--- src/rtl/soc_run_pkg.sv ---
// Shared definitions for the SoC run controller.
//   run_state_e : FSM state codes, also driven on the state output
//   PASS_CODE   : mailbox value that ends a run with PASS
//   is_terminal : true for the states that end a run
package soc_run_pkg;

  typedef enum logic [2:0] {
    S_IDLE    = 3'd0,
    S_RESET   = 3'd1,
    S_RUN     = 3'd2,
    S_PASS    = 3'd3,
    S_FAIL    = 3'd4,
    S_TIMEOUT = 3'd5,
    S_TRAP    = 3'd6
  } run_state_e;

  localparam logic [31:0] PASS_CODE = 32'h1;

  function automatic logic is_terminal(input run_state_e s);
    return s inside {S_PASS, S_FAIL, S_TIMEOUT, S_TRAP};
  endfunction

endpackage

--- src/rtl/soc_run_sat_cnt.sv ---
// Saturating up-counter. It clears synchronously, counts while en is high,
// and sticks at all-ones.
//   clk, rst : clock, async active-high reset
//   clr      : synchronous clear, wins over en
//   en       : count enable
//   q        : count value
module soc_run_sat_cnt #(
  parameter int CNT_W = 32
) (
  input  logic             clk,
  input  logic             rst,
  input  logic             clr,
  input  logic             en,
  output logic [CNT_W-1:0] q
);

  always_ff @(posedge clk or posedge rst) begin
    if (rst)                 q <= '0;
    else if (clr)            q <= '0;
    else if (en && q != '1)  q <= q + CNT_W'(1);
  end

endmodule

--- src/rtl/soc_run_ctrl.sv ---
// SoC run controller. It holds the core in reset, releases it, and watches
// the bus for a result-mailbox write. It also watches the trap inputs and an
// optional cycle budget, then latches the outcome.
//   clk, rst        : clock, async active-high reset
//   start           : one-cycle run request (ignored in RESET/RUN)
//   trap            : per-hart trap flags
//   mem_*           : snooped SoC bus handshake and write fields
//   core_rst        : reset to the core, low only in RUN
//   state           : current FSM state code
//   done, pass      : run finished / finished with PASS
//   result          : latched mailbox value
//   trap_vec        : latched trap flags
//   cycle_count     : RUN cycles elapsed
// When SOC_RUN_CTRL_CYCLE_CNT_EN is defined, the build includes the RUN cycle
// counter and the timeout. Without it, cycle_count is tied to 0 and TIMEOUT
// cannot be reached.
module soc_run_ctrl
  import soc_run_pkg::*;
#(
  parameter int          RST_CYCLES     = 5,
  parameter int          TIMEOUT_CYCLES = 200,
  parameter int          NUM_HARTS      = 1,
  parameter logic [31:0] MAILBOX_ADDR   = 32'h1000_0000,
  parameter int          CNT_W          = 32
) (
  input  logic                 clk,
  input  logic                 rst,
  input  logic                 start,
  input  logic [NUM_HARTS-1:0] trap,
  input  logic                 mem_valid,
  input  logic                 mem_ready,
  input  logic [31:0]          mem_addr,
  input  logic [31:0]          mem_wdata,
  input  logic [3:0]           mem_wstrb,
  output logic                 core_rst,
  output logic [2:0]           state,
  output logic                 done,
  output logic                 pass,
  output logic [31:0]          result,
  output logic [NUM_HARTS-1:0] trap_vec,
  output logic [CNT_W-1:0]     cycle_count
);

  localparam int             RW       = (RST_CYCLES > 1) ? $clog2(RST_CYCLES) : 1;
  localparam logic [RW-1:0]  RST_LAST = RW'(RST_CYCLES - 1);
  localparam bit             TO_EN    = (TIMEOUT_CYCLES != 0);

  run_state_e    st, st_nxt;
  logic [RW-1:0] rcnt;
  logic          mb_wr, timeout_hit;
  logic          clr, ld_res, ld_trap;

  // A mailbox write is a full-word completed transfer to the mailbox address.
  assign mb_wr = mem_valid & mem_ready & (mem_wstrb == 4'hF) & (mem_addr == MAILBOX_ADDR);

`ifdef SOC_RUN_CTRL_CYCLE_CNT_EN
  localparam logic [CNT_W:0] TO_VAL = (CNT_W+1)'(TIMEOUT_CYCLES);
  logic [CNT_W-1:0] cnt_q;

  soc_run_sat_cnt #(.CNT_W(CNT_W)) u_cnt (
    .clk (clk),
    .rst (rst),
    .clr (clr),
    .en  (st == S_RUN),
    .q   (cnt_q)
  );
  assign cycle_count = cnt_q;
  // Compare against the value the counter takes this cycle. The exiting cycle
  // is then counted, and cycle_count equals the budget in TIMEOUT.
  assign timeout_hit = TO_EN && (({1'b0, cnt_q} + (CNT_W+1)'(1)) == TO_VAL);
`else
  assign cycle_count = '0;
  assign timeout_hit = 1'b0 & TO_EN;
`endif

  // rcnt is zero on the first RESET cycle because it clears outside RESET.
  always_ff @(posedge clk or posedge rst) begin
    if (rst)               rcnt <= '0;
    else if (st != S_RESET) rcnt <= '0;
    else                   rcnt <= rcnt + RW'(1);
  end

  always_ff @(posedge clk or posedge rst) begin
    if (rst) st <= S_IDLE;
    else     st <= st_nxt;
  end

  always_comb begin
    st_nxt  = st;
    clr     = 1'b0;
    ld_res  = 1'b0;
    ld_trap = 1'b0;
    case (st)
      S_IDLE:  if (start) begin st_nxt = S_RESET; clr = 1'b1; end
      S_RESET: if (rcnt == RST_LAST) st_nxt = S_RUN;
      S_RUN: begin
        // Priority: trap, then mailbox, then budget.
        if (|trap) begin
          st_nxt  = S_TRAP;
          ld_trap = 1'b1;
        end else if (mb_wr && mem_wdata != '0) begin
          st_nxt = (mem_wdata == PASS_CODE) ? S_PASS : S_FAIL;
          ld_res = 1'b1;
        end else if (timeout_hit) begin
          st_nxt = S_TIMEOUT;
        end
      end
      default: if (start) begin st_nxt = S_RESET; clr = 1'b1; end
    endcase
  end

  always_ff @(posedge clk or posedge rst) begin
    if (rst) begin
      result   <= '0;
      trap_vec <= '0;
      done     <= 1'b0;
      pass     <= 1'b0;
      core_rst <= 1'b1;
    end else begin
      if (clr)         result <= '0;
      else if (ld_res) result <= mem_wdata;
      if (clr)          trap_vec <= '0;
      else if (ld_trap) trap_vec <= trap;
      done     <= is_terminal(st_nxt);
      pass     <= (st_nxt == S_PASS);
      core_rst <= (st_nxt != S_RUN);
    end
  end

  assign state = st;

endmodule

--- config.mk ---
export PLATFORM = sky130hd
export DESIGN_NAME = soc_run_ctrl
export DESIGN_NICKNAME = d
export VERILOG_FILES = /design/src/rtl/soc_run_pkg.sv /design/src/rtl/soc_run_sat_cnt.sv /design/src/rtl/soc_run_ctrl.sv
export SDC_FILE = /design/constraint.sdc
export NUM_CORES = 1
export LEC_CHECK = 0
export ABC_AREA = 1
export BUFFER_PORTS_ARGS = -buffer_cell sky130_fd_sc_hd__buf_4
export CAP_MARGIN = 20
export CORE_MARGIN = 2
export CORE_UTILIZATION = 30
export CTS_CLUSTER_SIZE = 14
export DETAILED_ROUTE_END_ITERATION = 7
export GPL_TIMING_DRIVEN = 0
export PLACE_DENSITY = 0.58
export RECOVER_POWER = 25
export SLEW_MARGIN = 0
export SYNTH_ARGS = -nofsm -noshare
export SYNTH_HDL_FRONTEND = slang
export SYNTH_SLANG_ARGS = --single-unit
--- constraint.sdc ---
create_clock -name clk -period 2.3 [get_ports clk]
set_input_delay 0.115 -clock clk [delete_from_list [all_inputs] [get_ports clk]]
set_output_delay 0.115 -clock clk [all_outputs]
set_load 0.05 [all_outputs]
==> flow_metrics.tcl <==
set metrics [dict create \
    firstDrtPassIters 4 \
    final_util_pct 46.9 \
    leakagePower_uw 0.00206 \
    ys_top_cells_by_area "dfrtp_1 42%, buf_4 9.8%, inv_1 7.6%, nor2_1 6.9%, nand3_1 6.5%" \
    yosysSeqAreaShare_pct 42.9 \
    wl_met2_mm 3.15 \
    slew_headroom_pct 53.1 \
    synth.avg_cell_area_sq_um 8.04 \
    instances_no_fill 560 \
    rsz0062_at_grt "false" \
    p_per_area_nw_per_um2 606 \
    max-vdd-ir-drop_mv 0.273 \
    required_ns 2.53 \
    synth-compound-area-share_pct 8.62 \
    criticalPathCategory "register to register" \
    power.share.switching_pct 37.8 \
    syn_inst 305 \
    wl_met1_mm 2.69 \
    syn2layout_area_growth_pct 49.3 \
    skew_ns 0.0101 \
    cts-resized-gates 0 \
    muxShareOfSynthArea_pct 0 \
    cts_tree "done" \
    final_common_cell "buf_4" \
    cp.arrival_ns 1.92 \
    min_period_ns 1.69 \
    cts-root-buf "clkbuf_8" \
    clkPwrFrac_pct 26.4 \
    dr_wl_met3_microns 412 \
    synth_top_family_by_area "simple AND/OR/NAND/NOR gates" \
    grt_pass1_vias 2193 \
    nFillCells 807 \
    initial_core_util_pct 31.4 \
    multi_input_area_sq_um 992 \
    synth_top_area_share_pct 41.8 \
    dieWidth_microns 94.4 \
    highest_layer "met4" \
    clk_latency_ns 0.31 \
    startpoint_type "register" \
    pwr-share-comb_pct 35.9 \
    status "finished clean" \
    crit_path_max_fanout 10 \
    cts_sinks 42 \
    layout_common_cells "143 x buf_4, 50 x inv_1, 45 x nor2_1" \
    cts-hold-fix-buffers 1 \
    fp.coreArea_sq_um 7810 \
    ant_nets 0 \
    antenna_found_initial 0 \
    max_stage_delay_ns 0.41 \
    wire_per_inst_microns 11.3 \
    grt_overflow_total 0 \
    htree_levels 2 \
    hold_viol 0 \
    grt_pass1_wl_mm 10.1 \
    io-pin-count 145 \
    routed_wl_mm 6.34 \
    synth_cell_types 26 \
    totalPowerFinal_uw 2220 \
    power_frac_seq_pct 37.7 \
    cap_violations 0 \
    cts.clk_slew.worst_paths_ns 0.09 \
    numCtsBuffers 5 \
    fin_crit_sh_pct 73.3 \
    switchingPower_uw 838 \
    dp_cells 551 \
    final.setup.tns_ns 0 \
    intPower_uw 1380 \
    cp_slowest_cell "dfrtp_1" \
    hpwl_mm 5.17 \
    critPathCaptureType "register" \
    ff2ff_setup_slack_ns 0.61 \
    antenna_cells 0 \
    worst_pin_slew_ns 0.704 \
    clock_path_buffers 2 \
    die-area_sq_um 8920 \
    yosysWarnings 0 \
    synth_area_sq_um 2450 \
    gp_congestion 0.814 \
    drive_gt1_share_pct 40.0 \
    grt_max_degree 29 \
    yosys.area_share.simple_pct 25.5 \
    avgViaCountPerCell 4.05 \
    num_vias 2268 \
    synthXorXnorAreaFrac_pct 0.357 \
    ff_latch_area_sq_um 1050 \
    hp-class "input port to register" \
    yosys.area.top_type "dfrtp_1" \
    path_cells "inv_1 > nand3_1 > nand2_1 > inv_1 > nand2_1 > buf_2 > nand3_1 > o21ai_1" \
    layout.nets 533 \
    fp.dieH_microns 94.4 \
    synth.ff_latch_count 42 \
    synthAdderAreaFrac_pct 1.02 \
    port_buffers 112 \
    post_cts_buffers 0 \
    drtIter0Drc 86 \
    grt.total_usage_pct 14.6 \
    fp-row-count 32 \
    setup_viol 0 \
    drc 0 \
    maxClockFrequency_ghz 0.593 \
    drv_slew 0 \
]
-- flip-flops by register name, summed over array words and instances, names as in the netlist --
register  count
result       32
state         3
pass          1
done          1
core_rst      1
rcnt          3
trap_vec      1
-- power by group through the flow --
stage          registers (uW)  logic [uW]  clock network [uW]
4_1_cts                   837         810                 609
3_5_place_dp              852         798                   0
2_1_floorplan             979         419                   0
3_3_place_gp              852         783                   0
5_1_grt                   846         866                 636
6_report                  837         798                 586
-- area by class of cell --
type	count	share of cell area, %
Buffer	41	9.22
Inverter	50	5.12
Tap cell	102	3.48
Clock inverter	3	1.09
Timing Repair Buffer	114	23.4
Multi-Input combinational cell	203	27.1
Sequential cell	42	28.7
Clock buffer	5	1.88
-- path summary, 6_finish.rpt --
kind | from | endpoint | depth (start not counted)
min in group asynchronous | rst | state[2] | 3
min | mem_wdata[28] | result[28] | 3
max in group asynchronous | rst | result[19] | 4
max | state[2] | result[29] | 8
max reg2reg | state[2] | result[29] | 8
min reg2reg | rcnt[0] | rcnt[0] | 1
-- metal layers --
layer | vias up | GRT usage, %
met3 | 9 | 3.51
met4 | 0 | 4.83
met2 | 71 | 25.4
li1 | 1187 | -
met5 | - | 0
met1 | 1001 | 17.8
-- metrics by stage --
step / setup WS [ns] / hold slack (ns) / cell area, sq um
finish: 0.614 / 0.0499 / 3660
global route: 0.431 / 0.0532 / 3660
CTS: 0.622 / 0.0454 / 3680
detailed placement: 0.643 / 0.118 / 3560
global placement: 0.579 / 0.374 / 3540
floorplan: 0.654 / 0.245 / 2570
-- cell usage after synthesis, drive strengths merged --
master / instances
a21oi: 1
a31oi: 1
buf: 41
conb: 1
dfrtp: 41
dfstp: 1
ha: 2
inv: 50
nand2: 34
nand3: 40
nand3b: 1
nand4: 3
nor2: 50
nor3: 1
o21ai: 37
xnor2: 1
-- kinds of logic after synthesis --
family,Yosys count
xor gates and xnor gates,1
DFF,42
buffers and inverters,91
other,1
AOI/OAI and AO/OA,39
adders and majority gates,2
and+or+nand+nor,129
-- worst max-delay path: cells and delay by family, from the launching register on --
kind,cells,cell delay [ns]
compound gates,1,0.09
buf+inv,3,0.45
simple gates,4,0.67
flops,1,0.41
No activity file was read; power rests on OpenSTA's default activity.
